==> src/rtl/cla_nibble_serial_adder.sv <==
`default_nettype none
// ============================================================================
// Module      : cla_nibble_serial_adder
// Description : Multi-cycle W-bit adder (W = 4*NIBBLES) that reuses a single
//               4-bit carry-lookahead slice once per clock, LSB nibble first.
//               Chains carry between nibbles and accumulates the block-level
//               propagate/generate. start/ready/done handshake.
// Revision    : 1.0 - initial release
// ============================================================================
module cla_nibble_serial_adder #(
  parameter int NIBBLES = 4
) (
  input  logic                   clk,
  input  logic                   rst,
  input  logic                   start,
  input  logic [4*NIBBLES-1:0]   in1,
  input  logic [4*NIBBLES-1:0]   in2,
  input  logic                   cin,
  output logic                   ready,
  output logic                   done,
  output logic [4*NIBBLES-1:0]   sum,
  output logic                   cout,
  output logic                   p,
  output logic                   g,
  output logic                   ovf
);

  localparam int c_W  = 4 * NIBBLES;
  localparam int c_IW = (NIBBLES > 1) ? $clog2(NIBBLES) : 1;
  localparam logic [c_IW-1:0] c_LAST = c_IW'(NIBBLES - 1);

  localparam logic [1:0] c_IDLE = 2'd0;
  localparam logic [1:0] c_RUN  = 2'd1;
  localparam logic [1:0] c_DONE = 2'd2;

  logic [1:0]      r_state;
  logic [1:0]      w_next_state;
  logic            w_ready;
  logic            w_done;
  logic            w_accept;

  logic [c_W-1:0]  r_a;
  logic [c_W-1:0]  r_b;
  logic            r_carry;
  logic [c_IW-1:0] r_idx;
  logic            r_pacc;
  logic            r_gacc;
  logic [c_W-1:0]  r_sum;
  logic            r_cout;
  logic            r_p;
  logic            r_g;
  logic            r_ovf;

  // Shared slice signals
  logic [3:0]      w_a_nib;
  logic [3:0]      w_b_nib;
  logic [3:0]      w_bp;
  logic [3:0]      w_bg;
  logic [3:0]      w_c;
  logic [3:0]      w_ns;
  logic            w_np;
  logic            w_ng;
  logic            w_nc;
  logic            w_pacc_nxt;
  logic            w_gacc_nxt;
  logic [c_IW+1:0] w_base;

  assign w_base  = {r_idx, 2'b00};
  assign w_a_nib = r_a[w_base +: 4];
  assign w_b_nib = r_b[w_base +: 4];

  // 4-bit lookahead slice: bit carries, nibble sum, nibble propagate/generate
  always_comb begin
    w_bp = w_a_nib ^ w_b_nib;
    w_bg = w_a_nib & w_b_nib;
    w_c[0] = r_carry;
    w_c[1] = w_bg[0] | (w_bp[0] & r_carry);
    w_c[2] = w_bg[1] | (w_bp[1] & w_bg[0]) | (w_bp[1] & w_bp[0] & r_carry);
    w_c[3] = w_bg[2] | (w_bp[2] & w_bg[1]) | (w_bp[2] & w_bp[1] & w_bg[0])
           | (w_bp[2] & w_bp[1] & w_bp[0] & r_carry);
    w_ns = w_bp ^ w_c;
    w_np = &w_bp;
    w_ng = w_bg[3] | (w_bp[3] & w_bg[2]) | (w_bp[3] & w_bp[2] & w_bg[1])
         | (w_bp[3] & w_bp[2] & w_bp[1] & w_bg[0]);
    w_nc = w_ng | (w_np & r_carry);
    w_pacc_nxt = r_pacc & w_np;
    w_gacc_nxt = w_ng | (w_np & r_gacc);
  end

  // State register
  always_ff @(posedge clk or posedge rst) begin
    if (rst) r_state <= c_IDLE;
    else     r_state <= w_next_state;
  end

  // Next-state logic
  always_comb begin
    w_next_state = r_state;
    case (r_state)
      c_IDLE:  if (start) w_next_state = c_RUN;
      c_RUN:   if (r_idx == c_LAST) w_next_state = c_DONE;
      c_DONE:  w_next_state = start ? c_RUN : c_IDLE;
      default: w_next_state = c_IDLE;
    endcase
  end

  // Handshake outputs decoded from state
  always_comb begin
    w_ready = 1'b0;
    w_done  = 1'b0;
    case (r_state)
      c_IDLE:  w_ready = 1'b1;
      c_DONE:  begin w_ready = 1'b1; w_done = 1'b1; end
      default: begin w_ready = 1'b0; w_done = 1'b0; end
    endcase
  end

  assign w_accept = w_ready & start;

  // Datapath: operand capture, per-nibble accumulation, final flag capture
  always_ff @(posedge clk or posedge rst) begin
    if (rst) begin
      r_a     <= '0;
      r_b     <= '0;
      r_carry <= 1'b0;
      r_idx   <= '0;
      r_pacc  <= 1'b0;
      r_gacc  <= 1'b0;
      r_sum   <= '0;
      r_cout  <= 1'b0;
      r_p     <= 1'b0;
      r_g     <= 1'b0;
      r_ovf   <= 1'b0;
    end else if (w_accept) begin
      r_a     <= in1;
      r_b     <= in2;
      r_carry <= cin;
      r_idx   <= '0;
      r_pacc  <= 1'b1;
      r_gacc  <= 1'b0;
      r_sum   <= '0;
      r_cout  <= 1'b0;
      r_p     <= 1'b0;
      r_g     <= 1'b0;
      r_ovf   <= 1'b0;
    end else if (r_state == c_RUN) begin
      r_sum[w_base +: 4] <= w_ns;
      r_carry <= w_nc;
      r_pacc  <= w_pacc_nxt;
      r_gacc  <= w_gacc_nxt;
      if (r_idx == c_LAST) begin
        // Index parks on the last nibble; flags come from this final slice
        r_cout <= w_nc;
        r_p    <= w_pacc_nxt;
        r_g    <= w_gacc_nxt;
        r_ovf  <= (r_a[c_W-1] == r_b[c_W-1]) && (w_ns[3] != r_a[c_W-1]);
      end else begin
        r_idx <= r_idx + c_IW'(1);
      end
    end
  end

  assign ready = w_ready;
  assign done  = w_done;
  assign sum   = r_sum;
  assign cout  = r_cout;
  assign p     = r_p;
  assign g     = r_g;
  assign ovf   = r_ovf;

endmodule
`default_nettype wire

==> config.mk <==
export PLATFORM = sky130hd
export DESIGN_NAME = cla_nibble_serial_adder
export DESIGN_NICKNAME = d
export VERILOG_FILES = /design/src/rtl/cla_nibble_serial_adder.sv
export SDC_FILE = /design/constraint.sdc
export NUM_CORES = 1
export LEC_CHECK = 0
export CORE_MARGIN = 2
export CORE_UTILIZATION = 30
export DETAILED_ROUTE_END_ITERATION = 10
export GPL_ROUTABILITY_DRIVEN = 0
export PLACE_DENSITY = 0.61
export SETUP_SLACK_MARGIN = 0.2
export SLEW_MARGIN = 30
export SYNTH_ARGS = -nofsm -noshare
export SYNTH_HDL_FRONTEND = slang
export SYNTH_SLANG_ARGS = --single-unit
==> constraint.sdc <==
create_clock -name clk -period 3.6 [get_ports clk]
set_input_delay 0.9 -clock clk [delete_from_list [all_inputs] [get_ports clk]]
set_output_delay 0.9 -clock clk [all_outputs]
set_load 0.02 [all_outputs]
==> results of run 1 <==
## metal layers
metal	vias to the layer above	GRT usage, %
met4	0	2.21
met1	933	18.2
met5	-	0
met3	4	4.92
met2	62	21.5
li1	1011	-
## cells in the mapped netlist, types with 3 or more instances
| cell | instances |
|---|---|
| a21oi_1 | 9 |
| a22o_1 | 15 |
| and4_1 | 3 |
| buf_2 | 6 |
| dfrtp_1 | 59 |
| ha_1 | 9 |
| inv_1 | 5 |
| mux4_2 | 8 |
| nand2_1 | 101 |
| nand3_1 | 4 |
| nor2_1 | 7 |
| nor2b_1 | 4 |
| o21ai_0 | 4 |
## metrics by stage
step	std cells	cell area, um2	total power (uW)	setup slack (ps)
final	434	3610	3390	867
after global routing	434	3610	3690	625
after CTS	434	3610	3440	833
after detailed placement	419	3410	2840	851
after global placement	419	3410	2800	928
after floorplan	261	2720	2290	1240
## sequential cells by signal, summed over array words and instances, names as in the netlist
name,count
g,1
r_pacc,1
sum,16
r_state,2
r_gacc,1
cout,1
r_a,16
r_idx,2
r_carry,1
ovf,1
r_b,16
p,1
## final timing paths
check	slack (ps)	end	startpoint
worst max-delay path	870	sum[3]	r_idx[0]
worst min-delay path	480	r_b[1]	r_b[1]
worst max register to register	870	sum[3]	r_idx[0]
worst min register to register	480	r_b[1]	r_b[1]
max in group asynchronous	2040	p	rst
min in group asynchronous	980	sum[0]	rst
## worst min-delay path, delay by kind of cell, from the launching register on
family / cells / cell delay [ps]
simple gates: 2 / 100
flops: 1 / 340
## cells by family (layout without fill, tap and decap cells)
family | after synthesis | count (layout)
simple gates | 127 | 127
flops | 59 | 59
compound gates | 38 | 38
buf+inv | 16 | 81
fa+ha+maj | 10 | 10
mux | 8 | 8
xor+xnor | 3 | 3
## area by class of cell
cell class,count,area (um2),area share (%)
multi-input combinational,186,1170,32.5
tap,108,135,3.75
clock buffer,13,159,4.41
clock inverter,2,35.0,0.971
timing repair buffer,60,606,16.8
inverter,6,22.5,0.624
sequential,59,1480,40.9
## power by group
part           total [uW]  internal, uW  switching (uW)
Clock                 592           353             239
Combinational        1640           728             914
Sequential           1150           936             216
Total                3390          2020            1370
==> qor.txt, run 1 <==
outcome: finished clean
final WL: 5950 um
Root Buffer: clkbuf_8
hold_ws: 476 ps
final setup violating endpoints: 0
Worst Skew: 12.8 ps
Pleak: 0.00170 uW
Setup TNS: 0 ps
fin. max-slew vios: 0
DRT antenna net count: 0
met3 WL: 355 um
Final Hold Vio Count: 0
total number of vias: 2010
syn_nets: 307
DRC Markers: 0
max_cap viols: 0
CP top delay family: flip-flops
PwrDens: 939 nW/um2
Post-Synth XOR/XNOR Area: 0.965%
vias in the first global route: 2178
syn avg cell area: 10.4 um2
most frequent cells in the layout: nand2_1 (101), dfrtp_1 (59), clkdlybuf4s50_1 (57)
Worst-Margin Slew: 681 ps
Starting Density: 31.1%
Synth Area in Adders: 4.87%
final net count: 368
Hold Path Class: reg -> reg
most common cell after layout, fill and taps aside: nand2_1
Met2 Wirelength: 2800 um
area leader, netlist: dfrtp_1
CP arrival: 2950 ps
crit path max fanout: 14
postcts setup bufs: 0
Post-synth EDFFs: 0
Post-CTS Hold Buffers: 0
DRT Pass-1 Iters: 4
VDD IR max: 0.340 mV
Sink Count: 59
critical path launch point type: flip-flop
pin count of the biggest net entering global routing: 37
Unique masters post-synth: 33
required time worst endpoint: 3820 ps
Num CTS Buffers: 9
Finished Core Util: 41.2%
post-synthesis mux area share: 6.62%
All-Layer GR Usage: 13.5%
# port buffers: 57
P&R area growth vs syn: 32.5%
fin crit share: 75.9%
clock-pin slew on the worst setup and hold paths: 60 ps
flops & latches, synth: 59
gr ovfl total: 0
Clock Latency Late Sink: 330 ps
Rows: 34
clock buffer depth: 2
H-tree Lvls: 3
WS Path Type: reg -> reg
initial antenna violation count: 0
Vert. Die Dim: 99.3 um
CP max-delay cell: dfrtp_1
Die Footprint: 9850 um2
main combinational cell family by area after synthesis: simple AND/OR/NAND/NOR gates
Worst path max stage delay: 780 ps
Max transition margin: 54.6%
Die X: 99.3 um
CP Cell Sequence: mux4_2 -> ha_1 -> a21oi_1 -> nand4_1 -> and2_4 -> a22o_1
first-pass GRT wire length: 10600 um
RSZ-0062 raised after global routing: false
drt wl/cell: 13.7 um
Final min period: 2730 ps
Compound-Gate Fraction of Synth Area: 9.93%
Core ar.: 8760 um2
# IOs: 58
Reg2Reg Depth: 6
gate count of the mapped netlist: 261
detailed placer's ending HPWL: 4490 um
hold path depth: 2
post_cts resized: 0
number of warnings issued by yosys: 0
top_reg_cell synth: dfrtp_1
area share of the largest cell type after synthesis: 54.2%
ranking of synthesized cells by area: dfrtp_1 (54%), nand2_1 (14%), mux4_2 (6.6%), a22o_1 (4.8%), ha_1 (4.1%)
number of cells on the critical path: 6
DR vias/cell: 4.63
top sig layer: met4
Antenna diodes: 0
metal1 wirelength: 2770 um
# fillers: 885
layout cells sized above 1: 9.82%
Crit. End Element: flip-flop
fmax: 0.366 GHz
CTS tree: built
initial DRC count: 69
Bufs and invs on worst path: 0
Simple-Gate Fraction of Synth Area: 20.6%
Seq/Total Area, Yosys: 54.2%
Syn Std Cell Area: 2720 um2
FFs w/ async S/R, synth: 100%
Note: power is estimated with default switching activity, not from simulation.
==> run 2: changes to the inputs <==
Clock period 3.6 ns to 2.65 ns, I/O delays scaled along.
==> qor.txt, run 2 (synthesis results as in run 1) <==
most common cell after layout, fill and taps aside: nand2_1
layout cells sized above 1: 11.8% (+2.0 points)
Antenna diodes: 0 (unchanged)
WS Path Type: reg -> reg
Die Footprint: 9850 um2 (unchanged)
DR vias/cell: 4.77 (+2.9%)
met3 WL: 373 um (+5.1%)
Crit. End Element: flip-flop
Finished Core Util: 41.3% (+0.19 points)
All-Layer GR Usage: 13.8% (+0.22 points)
Starting Density: 31.1% (unchanged)
clock-pin slew on the worst setup and hold paths: 60 ps (about the same)
P&R area growth vs syn: 33.1%
final WL: 6140 um (+3.2%)
R2R Path End: sum[2]
detailed placer's ending HPWL: 4680 um (+4.4%)
RSZ-0062 raised after global routing: false
Final min period: 2370 ps (-367 ps)
hold path depth: 2 (unchanged)
vias in the first global route: 2154 (-1.1%)
CP arrival: 2640 ps (-310 ps)
gr ovfl total: 0 (unchanged)
Root Buffer: clkbuf_8
Num CTS Buffers: 9 (unchanged)
Placed Cells: 423 (+0.95%)
Core ar.: 8760 um2 (unchanged)
Post-CTS Hold Buffers: 0 (unchanged)
hold_ws: 474 ps (-1.63 ps)
final setup violating endpoints: 0 (unchanged)
Final Hold Vio Count: 0 (unchanged)
Setup TNS: 0 ps (unchanged)
initial antenna violation count: 0 (unchanged)
DRC Markers: 0 (unchanged)
initial DRC count: 104 (+51%)
critical path launch point type: flip-flop
Max transition margin: 66.2% (+12 points)
Met2 Wirelength: 2830 um (+1.2%)
final std cells w/o fill: 438 (+0.92%)
worst reg2reg startpoint: r_idx[0]
Worst-Margin Slew: 504 ps (-177 ps)
Rows: 34 (unchanged)
# port buffers: 57 (unchanged)
Die X: 99.3 um (unchanged)
H-tree Lvls: 3 (unchanged)
fin. max-slew vios: 0 (unchanged)
max_cap viols: 0 (unchanged)
CTS tree: built
PwrDens: 1270 nW/um2 (+36%)
Worst Skew: 7.21 ps (-5.61 ps)
required time worst endpoint: 2920 ps (-900 ps)
fmax: 0.423 GHz (+16%)
clock buffer depth: 2 (unchanged)
Reg2Reg Depth: 7 (+1)
VDD IR max: 0.555 mV (+63%)
crit path max fanout: 6 (-8)
pin count of the biggest net entering global routing: 35 (-5.4%)
min-delay src: r_b[5]
total number of vias: 2088 (+3.9%)
metal1 wirelength: 2870 um (+3.8%)
most frequent cells in the layout: nand2_1 (101), dfrtp_1 (58), clkdlybuf4s50_1 (57)
Hold Path Class: reg -> reg
Vert. Die Dim: 99.3 um (unchanged)
DRT Pass-1 Iters: 4 (unchanged)
reg2reg setup slack: 280 ps (-580 ps)
# IOs: 58 (unchanged)
final net count: 373 (+1.4%)
first-pass GRT wire length: 10400 um (-1.6%)
top sig layer: met4
fin crit share: 89.3% (+13 points)
Pleak: 0.00170 uW (+0.53%)
Clock Latency Late Sink: 330 ps (about the same)
drt wl/cell: 14.0 um (+2.3%)
DRT antenna net count: 0 (unchanged)
outcome: finished clean
Hold Crit Endpoint: r_b[5]
Sink Count: 59 (unchanged)
## run 2: cell count changes in the layout (fill, tap and decap cells not counted), sizes merged
cell / change
bufinv: -1
buf: +5
clkbuf: -1
clkinvlp: +1
## run 2: critical path, cell delays in order (launching register included)
cell	delay, ps
dfrtp_2	380
buf_12	130
mux4_2	550
ha_1	350
a21o_1	200
a21oi_1	200
xnor2_1	290
a22o_1	210
## run 2: routing by layer
| layer | track usage [%] | vias up |
|---|---|---|
| met5 | 0 | - |
| met4 | 4.74 | 0 |
| met3 | 5.13 | 7 |
| met2 | 21.1 | 59 |
| met1 | 18.0 | 1004 |
| li1 | - | 1018 |
## run 2: where the power goes
group | total [uW] | internal (uW) | switching, uW
clock | 704 | 378 | 326
combinational | 2390 | 1050 | 1340
sequential | 1520 | 1270 | 249
total | 4620 | 2700 | 1920
## run 2: through the flow
step / power [uW] / setup slack (ps) / area [um2]
after floorplan: 3120 / 306 / 2720
after global placement: 3830 / 257 / 3430
after detailed placement: 3890 / 181 / 3430
after CTS: 4610 / 288 / 3600
after global routing: 5000 / 137 / 3620
final: 4620 / 284 / 3620
## run 2: final cells by class
cell class                 instances  area [um2]
tap                              108         135
timing repair buffer              65         643
clock buffer                      12         155
inverter                           6        22.5
multi-input combinational        186        1180
fill                             898        5140
sequential                        59        1480
clock inverter                     2        12.5
## run 2: what timing repair did
action,CTS,global route
endpoints found under the setup margin,6,9
resized for setup,1,1
buffers inserted,0,1
## run 2: worst max path at each step
stage,start,to,slack (ps)
2_1_floorplan,r_idx[0],sum[3],310
3_3_place_gp,r_idx[0],sum[11],260
3_5_place_dp,r_idx[0],r_gacc,180
4_1_cts,r_idx[0],sum[3],290
5_1_grt,r_idx[0],sum[2],140
6_report,r_idx[0],sum[2],280
